### config.mk
export PLATFORM = sky130hd
export DESIGN_NAME = neureka_double_infeat_buffer_ctrl_flat
export DESIGN_NICKNAME = d
export VERILOG_FILES = /design/src/rtl/neureka_double_infeat_buffer_ctrl_pkg.sv /design/src/rtl/neureka_double_infeat_buffer_ctrl_if.sv /design/src/rtl/neureka_double_infeat_buffer_ctrl_bank_fsm.sv /design/src/rtl/neureka_double_infeat_buffer_ctrl.sv /design/src/flat_wrapper.sv
export SDC_FILE = /design/constraint.sdc
export NUM_CORES = 1
export LEC_CHECK = 0
export CAP_MARGIN = 0
export CORE_MARGIN = 3
export CORE_UTILIZATION = 45
export CTS_CLUSTER_SIZE = 40
export DETAILED_ROUTE_END_ITERATION = 6
export HOLD_SLACK_MARGIN = 0.15
export MAX_ROUTING_LAYER = met4
export PLACE_DENSITY_LB_ADDON = 0.3
export SLEW_MARGIN = 30
export SYNTH_ARGS = -nofsm -noshare
export SYNTH_HDL_FRONTEND = slang
export SYNTH_HIERARCHICAL = 1
export SYNTH_SLANG_ARGS = --single-unit
export TNS_END_PERCENT = 1
### constraint.sdc
create_clock -name clk_i -period 3.3 [get_ports clk_i]
set_input_delay 0.66 -clock clk_i [delete_from_list [all_inputs] [get_ports clk_i]]
set_output_delay 0.66 -clock clk_i [all_outputs]
set_load 0.02 [all_outputs]
### src/rtl/neureka_double_infeat_buffer_ctrl_pkg.sv
// rtl/neureka_double_infeat_buffer_ctrl_pkg.sv - shared types and sizes for the double input-feature buffer controller
package neureka_double_infeat_buffer_ctrl_pkg;

    localparam int NEUREKA_BLOCK_SIZE = 8;
    localparam int DIB_INPUT_BUF_SIZE = 2048;
    localparam int DIB_NW             = DIB_INPUT_BUF_SIZE / NEUREKA_BLOCK_SIZE;
    localparam int DIB_AW             = $clog2(DIB_NW);

    typedef enum logic [1:0] {
        DIB_EMPTY = 2'd0,
        DIB_FILL  = 2'd1,
        DIB_FULL  = 2'd2
    } dib_bank_state_e;

    typedef struct packed {
        logic              wr_start;
        logic [DIB_AW:0]   wr_len;
        logic              rd_done;
    } ctrl_dib_ctrl_t;

    typedef struct packed {
        logic              write;
        logic              read;
        logic              wr_ready;
        logic              rd_valid;
        logic [DIB_AW:0]   rd_len;
        logic [1:0][1:0]   bank_state;
    } flags_dib_ctrl_t;

endpackage

### src/rtl/neureka_double_infeat_buffer_ctrl_if.sv
// rtl/neureka_double_infeat_buffer_ctrl_if.sv - producer/consumer request and status bundle for the buffer controller
interface neureka_double_infeat_buffer_ctrl_if
    import neureka_double_infeat_buffer_ctrl_pkg::*;
#(
    parameter int AW    = DIB_AW,
    parameter int CNT_W = 32
);
    logic             enable_i;
    logic             clear_i;
    logic             wr_start_i;
    logic [AW:0]      wr_len_i;
    logic             wr_hs_i;
    logic             rd_req_i;
    logic             rd_done_i;
    logic             write_o;
    logic             read_o;
    logic             wr_ready_o;
    logic             rd_valid_o;
    logic [AW:0]      rd_len_o;
    logic [1:0][1:0]  bank_state_o;
    logic             wr_err_o;
    logic             rd_err_o;
    logic [CNT_W-1:0] rd_stall_cnt_o;
    logic [CNT_W-1:0] wr_stall_cnt_o;

    modport master (
        output enable_i, clear_i, wr_start_i, wr_len_i, wr_hs_i, rd_req_i, rd_done_i,
        input  write_o, read_o, wr_ready_o, rd_valid_o, rd_len_o, bank_state_o,
               wr_err_o, rd_err_o, rd_stall_cnt_o, wr_stall_cnt_o
    );

    modport slave (
        input  enable_i, clear_i, wr_start_i, wr_len_i, wr_hs_i, rd_req_i, rd_done_i,
        output write_o, read_o, wr_ready_o, rd_valid_o, rd_len_o, bank_state_o,
               wr_err_o, rd_err_o, rd_stall_cnt_o, wr_stall_cnt_o
    );

endinterface

### src/rtl/neureka_double_infeat_buffer_ctrl_bank_fsm.sv
// rtl/neureka_double_infeat_buffer_ctrl_bank_fsm.sv - per-bank occupancy FSM holding tile length and beat count
module neureka_double_infeat_buffer_ctrl_bank_fsm
    import neureka_double_infeat_buffer_ctrl_pkg::*;
#(
    parameter int AW = DIB_AW
) (
    input  logic            clk_i,
    input  logic            rst_i,
    input  logic            sel_wr,
    input  logic            sel_rd,
    input  logic            start,
    input  logic [AW:0]     len,
    input  logic            hs,
    input  logic            done,
    output dib_bank_state_e state,
    output logic [AW:0]     len_q,
    output logic            last
);
    dib_bank_state_e state_q, state_d;
    logic [AW:0]     len_d;
    logic [AW:0]     cnt_q, cnt_d;

    // High while the next accepted beat closes the tile.
    assign last  = (state_q == DIB_FILL) && (cnt_q == len_q - (AW+1)'(1));
    assign state = state_q;

    always_ff @(posedge clk_i) begin
        if (rst_i) begin
            state_q <= DIB_EMPTY;
            len_q   <= '0;
            cnt_q   <= '0;
        end else begin
            state_q <= state_d;
            len_q   <= len_d;
            cnt_q   <= cnt_d;
        end
    end

    always_comb begin
        state_d = state_q;
        len_d   = len_q;
        cnt_d   = cnt_q;
        case (state_q)
            DIB_EMPTY: begin
                if (sel_wr && start) begin
                    state_d = DIB_FILL;
                    len_d   = len;
                    cnt_d   = '0;
                end
            end
            DIB_FILL: begin
                if (sel_wr && hs) begin
                    if (last) begin
                        state_d = DIB_FULL;
                        cnt_d   = '0;
                    end else begin
                        cnt_d   = cnt_q + (AW+1)'(1);
                    end
                end
            end
            DIB_FULL: begin
                if (sel_rd && done) begin
                    state_d = DIB_EMPTY;
                end
            end
            default: state_d = DIB_EMPTY;
        endcase
    end

endmodule

### src/rtl/neureka_double_infeat_buffer_ctrl.sv
// rtl/neureka_double_infeat_buffer_ctrl.sv - ping-pong bank select controller; NEUREKA_DIB_CTRL_PERF_EN adds stall counters
module neureka_double_infeat_buffer_ctrl
    import neureka_double_infeat_buffer_ctrl_pkg::*;
#(
    parameter int INPUT_BUF_SIZE = DIB_INPUT_BUF_SIZE,
    parameter int BLOCK_SIZE     = NEUREKA_BLOCK_SIZE,
    parameter int CNT_W          = 32
) (
    input logic                              clk_i,
    input logic                              rst_i,
    neureka_double_infeat_buffer_ctrl_if.slave dib
);
    localparam int NW = INPUT_BUF_SIZE / BLOCK_SIZE;
    localparam int AW = $clog2(NW);

    logic            soft_rst;
    logic            write_q, read_q;
    logic            wr_err_q, rd_err_q;
    dib_bank_state_e bank_state [2];
    logic [AW:0]     bank_len   [2];
    logic [1:0]      bank_last;
    dib_bank_state_e wr_state, rd_state;
    logic            wr_ready, rd_valid, len_ok, hs_req;
    logic            start_ok, start_err, hs_ok, hs_err, done_ok, done_err, wr_toggle;
    ctrl_dib_ctrl_t  ctrl;
    flags_dib_ctrl_t flags;

    assign soft_rst = rst_i | dib.clear_i;

    // Requests are masked here so a disabled cycle can neither move state nor flag errors.
    assign ctrl.wr_start = dib.enable_i & dib.wr_start_i;
    assign ctrl.wr_len   = dib.wr_len_i;
    assign ctrl.rd_done  = dib.enable_i & dib.rd_done_i;
    assign hs_req        = dib.enable_i & dib.wr_hs_i;

    assign wr_state  = bank_state[write_q];
    assign rd_state  = bank_state[read_q];
    assign wr_ready  = dib.enable_i && (wr_state == DIB_EMPTY);
    assign rd_valid  = (rd_state == DIB_FULL);
    assign len_ok    = (ctrl.wr_len != '0) && (ctrl.wr_len <= (AW+1)'(NW));

    assign start_ok  = ctrl.wr_start && wr_ready && len_ok;
    assign start_err = ctrl.wr_start && !(wr_ready && len_ok);
    assign hs_ok     = hs_req && (wr_state == DIB_FILL);
    assign hs_err    = hs_req && (wr_state != DIB_FILL);
    assign done_ok   = ctrl.rd_done && rd_valid;
    assign done_err  = ctrl.rd_done && !rd_valid;
    assign wr_toggle = hs_ok && bank_last[write_q];

    for (genvar b = 0; b < 2; b++) begin : g_bank
        neureka_double_infeat_buffer_ctrl_bank_fsm #(.AW(AW)) u_bank (
            .clk_i  (clk_i),
            .rst_i  (soft_rst),
            .sel_wr (write_q == 1'(b)),
            .sel_rd (read_q == 1'(b)),
            .start  (start_ok),
            .len    (ctrl.wr_len),
            .hs     (hs_ok),
            .done   (done_ok),
            .state  (bank_state[b]),
            .len_q  (bank_len[b]),
            .last   (bank_last[b])
        );
    end

    always_ff @(posedge clk_i) begin
        if (soft_rst) begin
            write_q  <= 1'b0;
            read_q   <= 1'b0;
            wr_err_q <= 1'b0;
            rd_err_q <= 1'b0;
        end else begin
            write_q  <= write_q ^ wr_toggle;
            read_q   <= read_q ^ done_ok;
            wr_err_q <= start_err | hs_err;
            rd_err_q <= done_err;
        end
    end

    assign flags.write      = write_q;
    assign flags.read       = read_q;
    assign flags.wr_ready   = wr_ready;
    assign flags.rd_valid   = rd_valid;
    assign flags.rd_len     = bank_len[read_q];
    assign flags.bank_state = {bank_state[1], bank_state[0]};

    assign dib.write_o      = flags.write;
    assign dib.read_o       = flags.read;
    assign dib.wr_ready_o   = flags.wr_ready;
    assign dib.rd_valid_o   = flags.rd_valid;
    assign dib.rd_len_o     = flags.rd_len;
    assign dib.bank_state_o = flags.bank_state;
    assign dib.wr_err_o     = wr_err_q;
    assign dib.rd_err_o     = rd_err_q;

`ifdef NEUREKA_DIB_CTRL_PERF_EN
    logic [CNT_W-1:0] rd_stall_q, wr_stall_q;

    // Both counters stick at all-ones rather than wrapping.
    always_ff @(posedge clk_i) begin
        if (soft_rst) begin
            rd_stall_q <= '0;
            wr_stall_q <= '0;
        end else begin
            if (dib.enable_i && dib.rd_req_i && !rd_valid && !(&rd_stall_q))
                rd_stall_q <= rd_stall_q + CNT_W'(1);
            if (dib.enable_i && (wr_state == DIB_FULL) && !(&wr_stall_q))
                wr_stall_q <= wr_stall_q + CNT_W'(1);
        end
    end

    assign dib.rd_stall_cnt_o = rd_stall_q;
    assign dib.wr_stall_cnt_o = wr_stall_q;
`else
    logic perf_unused;
    assign perf_unused        = dib.rd_req_i;
    assign dib.rd_stall_cnt_o = '0;
    assign dib.wr_stall_cnt_o = '0;
`endif

endmodule

### src/flat_wrapper.sv
// flat-port wrapper written by rule: the top's interface ports become plain ports
module neureka_double_infeat_buffer_ctrl_flat import neureka_double_infeat_buffer_ctrl_pkg::*;
#(
    parameter int INPUT_BUF_SIZE = DIB_INPUT_BUF_SIZE,
    parameter int BLOCK_SIZE     = NEUREKA_BLOCK_SIZE,
    parameter int CNT_W          = 32
)
  (clk_i, rst_i, dib_enable_i, dib_clear_i, dib_wr_start_i, dib_wr_len_i, dib_wr_hs_i, dib_rd_req_i, dib_rd_done_i, dib_write_o, dib_read_o, dib_wr_ready_o, dib_rd_valid_o, dib_rd_len_o, dib_bank_state_o, dib_wr_err_o, dib_rd_err_o, dib_rd_stall_cnt_o, dib_wr_stall_cnt_o);
  neureka_double_infeat_buffer_ctrl_if #(.AW((DIB_AW)), .CNT_W(CNT_W)) dib_i ();
  input logic clk_i;
  input logic rst_i;
  input wire logic [$bits(dib_i.enable_i)-1:0] dib_enable_i;
  input wire logic [$bits(dib_i.clear_i)-1:0] dib_clear_i;
  input wire logic [$bits(dib_i.wr_start_i)-1:0] dib_wr_start_i;
  input wire logic [$bits(dib_i.wr_len_i)-1:0] dib_wr_len_i;
  input wire logic [$bits(dib_i.wr_hs_i)-1:0] dib_wr_hs_i;
  input wire logic [$bits(dib_i.rd_req_i)-1:0] dib_rd_req_i;
  input wire logic [$bits(dib_i.rd_done_i)-1:0] dib_rd_done_i;
  output wire logic [$bits(dib_i.write_o)-1:0] dib_write_o;
  output wire logic [$bits(dib_i.read_o)-1:0] dib_read_o;
  output wire logic [$bits(dib_i.wr_ready_o)-1:0] dib_wr_ready_o;
  output wire logic [$bits(dib_i.rd_valid_o)-1:0] dib_rd_valid_o;
  output wire logic [$bits(dib_i.rd_len_o)-1:0] dib_rd_len_o;
  output wire logic [$bits(dib_i.bank_state_o)-1:0] dib_bank_state_o;
  output wire logic [$bits(dib_i.wr_err_o)-1:0] dib_wr_err_o;
  output wire logic [$bits(dib_i.rd_err_o)-1:0] dib_rd_err_o;
  output wire logic [$bits(dib_i.rd_stall_cnt_o)-1:0] dib_rd_stall_cnt_o;
  output wire logic [$bits(dib_i.wr_stall_cnt_o)-1:0] dib_wr_stall_cnt_o;
  assign dib_i.enable_i = dib_enable_i;
  assign dib_i.clear_i = dib_clear_i;
  assign dib_i.wr_start_i = dib_wr_start_i;
  assign dib_i.wr_len_i = dib_wr_len_i;
  assign dib_i.wr_hs_i = dib_wr_hs_i;
  assign dib_i.rd_req_i = dib_rd_req_i;
  assign dib_i.rd_done_i = dib_rd_done_i;
  assign dib_write_o = dib_i.write_o;
  assign dib_read_o = dib_i.read_o;
  assign dib_wr_ready_o = dib_i.wr_ready_o;
  assign dib_rd_valid_o = dib_i.rd_valid_o;
  assign dib_rd_len_o = dib_i.rd_len_o;
  assign dib_bank_state_o = dib_i.bank_state_o;
  assign dib_wr_err_o = dib_i.wr_err_o;
  assign dib_rd_err_o = dib_i.rd_err_o;
  assign dib_rd_stall_cnt_o = dib_i.rd_stall_cnt_o;
  assign dib_wr_stall_cnt_o = dib_i.wr_stall_cnt_o;
  neureka_double_infeat_buffer_ctrl #(.INPUT_BUF_SIZE(INPUT_BUF_SIZE), .BLOCK_SIZE(BLOCK_SIZE), .CNT_W(CNT_W)) u_core (.clk_i(clk_i), .rst_i(rst_i), .dib(dib_i));
endmodule
==> run metrics <==
vias in the first global route=2412; Synth Instances=402; Hold Path Class=flop to flop; Worst-Margin Slew=~0.63 ns; Max transition margin=0.5806; Fin Hold WS=0.5073 ns; post-CTS setup buffers=0; Bufs on Longest Clock Path=2; top_reg_cell synth=dfxtp_1; Die Ht=91.65 µm; Mean Syn Cell Area=around 8.2 µm²; Final nets=463; FF/Latch Area=880.8 µm²; LEAKAGE=1.352 nW; area of the multi-input gates=2072 µm²; Critical Path Start Type=input pin; largest net degree at the start of global routing=17; worst-path maximum fanout=6; Hold Fails Final Rpt=0; remaining global-route overflow=0; Placeable Area=6944 µm²; Final Cycle Share=0.9169; H-tree Lvls=2; global-route wire length before repair=11.63 mm; Yosys reg bits=44; Area growth, synth to finish=10.99%; Seq/Total Area, Yosys=0.2669; die area=8399 µm²; Top Usage Layer GRT=met2; Antenna Nets Post-Route=0; IO Port Bufs=34; most common cell after layout, fill and taps aside=conb_1; Critical Path End Type=flop; synthesis warning total=6; max-slew violations=0; clock buffer count from CTS=5; outcome=finished clean; GR Layer Usage met1=0.2319; Chip Width=91.65 µm; Final setup viols=0; Antenna diodes=0; post-cts sizing count=0; peak supply drop=0.1413 mV; RSZ-0062 raised after global routing=no; Final HPWL DP=5.532 mm; Clock Sinks=44; via count=2749; DR pass1 iterations=4; power per cell area=300.5 nW/µm²; Worst-path clk slew=0.08 ns; root buf cell=clkbuf_8; Max Cap Viol=0; TNS Setup=0 ns; DRC=0; routability congestion estimate from global placement=0.7959; share of cells above drive strength 1=0.1151; met3 Usage GRT=0.02789; Initial Utilization=0.4753; # IOs=100; wire length per cell=13.24 µm; Netlist cell types=51; DRT iter0 DRCs=~170; CTS tree=yes; Setup Crit Path Kind=input pin to flop; Critical Path AT=between 3 and 4 ns; row count=30; final WL=between 7 and 8 mm; share of flip-flops with an asynchronous set or reset=0; commonest cells after routing, fill and taps aside=conb_1 (64), nand2_1 (51), dfxtp_1 (44); clock latency on the worst-skew pair=about 0.30 ns; required time of the worst setup path=approximately 3.5 ns; drt via density=5.100; synthesized cell area=3301 µm²; Post-synth EDFFs=0; Fillers=685; fmax=0.3305 GHz; cts hold-fix bufs=0; GRT Total Usage=0.1726; GRT met2 Usage=0.2654; skew final=0.005090 ns; clock period minus final worst setup slack=roughly 3.0 ns; initial antenna violation count=0
[layer usage]
layer	part of all wire	wire, µm	vias up
met5	0	0	-
met4	0.011	76	0
met1	0.47	3385	1273
met3	0.071	507	7
li1	-	-	1357
met2	0.44	3165	112
[final cells by class]
| cell class | count | share of cell area |
|---|---|---|
| flip-flops and latches | 44 | 0.2404 |
| inverters | 12 | 0.01230 |
| well taps | 96 | 0.03279 |
| multi-input cells | 332 | 0.5656 |
| clock inverters | 2 | 0.009563 |
| repair buffers | 47 | 0.1195 |
| clock buffers | 6 | 0.01981 |
[per-stage QoR]
| step | setup slack [ns] | std cells | power, mW | cell area, µm² | utilization |
|---|---|---|---|---|---|
| CTS | 0.3742 | 539 | 1.108 | 3664 | 0.5276 |
| finish | 0.2742 | 539 | 1.101 | 3664 | 0.5276 |
| global route | 0.1139 | 539 | 1.146 | 3664 | 0.5276 |
| detailed placement | 0.05726 | 531 | 0.7009 | 3556 | 0.5121 |
| floorplan | 0.9676 | 465 | 0.7149 | 3537 | - |
| global placement | 0.1626 | 531 | 0.6998 | 3556 | 0.5121 |
[synth_stat cells (3+ instances only)]
master     number  area, µm²
a2111oi_0       4      35.03
a2111oi_2       4      60.06
a21oi_1        20      100.1
a311oi_1        3      26.28
and2_1          4      25.02
and3_1          8      50.05
buf_1           3      11.26
buf_4          66      495.5
clkbuf_1        6      22.52
dfxtp_1        44      880.8
ha_1            4      50.05
inv_1          12      45.04
mux2_2          9      101.4
nand2_1        51      191.4
nand2b_1        9      56.30
nand3_1         7      35.03
nand3b_1        4      30.03
nand4_1         8      50.05
nor2_1         13      48.80
nor2b_1         9      56.30
nor3_1         29      145.1
o21a_1          3      22.52
o21ai_1         3      15.01
xnor2_1        14      122.6
xor2_1         19      166.4
[registers in the layout, summed over array words and instances, names as in the netlist]
signal	count
u_core/dib.rd_err_o	1
u_core/dib.read_o	1
u_core/dib.wr_err_o	1
u_core/dib.write_o	1
u_core/g_bank.u_bank/cnt_q	18
u_core/g_bank.u_bank/len_q	18
u_core/g_bank.u_bank/state	4
[worst max-delay path: stages]
cell and delay (ns):
clkdlybuf4s50_1 0.48, nor4_1 0.50, nand2_1 0.22, xor2_1 0.16, and3_1 0.19, nor2b_1 0.18, buf_4 0.14, o21a_1 0.25
nand4_1 0.15, xor2_1 0.17, nor3_1 0.15
[logic make-up (layout without fill, tap and decap cells)]
logic type      after synthesis  after routing  synth area share
mux                          11             11           0.03677
buf+inv                      89             67            0.1770
xor+xnor                     33             33           0.08757
simple gates                159            159            0.2547
compound gates               61             61            0.1607
fa+ha+maj                     4              4           0.01516
other cells                   1             64          0.001136
flops                        44             44            0.2669
[path summary, 6_finish.rpt]
| kind | startpoint | endpoint | slack, ns | cells after the start |
|---|---|---|---|---|
| setup / recovery | dib_wr_len_i[5] | u_core/g_bank[1].u_bank/cnt_q[6]$_SDFFE_PP0P_ | 0.27 | 11 |
| hold / removal | u_core/g_bank[1].u_bank/len_q[8]$_SDFFE_PP0P_ | u_core/g_bank[1].u_bank/len_q[8]$_SDFFE_PP0P_ | 0.51 | 2 |
| setup reg to reg | u_core/g_bank[0].u_bank/len_q[0]$_SDFFE_PP0P_ | u_core/dib.write_o$_SDFF_PP0_ | 0.87 | 9 |
| hold reg to reg | u_core/g_bank[1].u_bank/len_q[8]$_SDFFE_PP0P_ | u_core/g_bank[1].u_bank/len_q[8]$_SDFFE_PP0P_ | 0.51 | 2 |
[where the power goes]
group	switching (mW)	total [mW]	leakage (nW)	internal [mW]
Combinational	0.111	0.154	0.942	0.0433
Clock	0.185	0.410	0.0552	0.225
Sequential	0.00390	0.537	0.355	0.533
No activity file was read; power rests on OpenSTA's default activity.
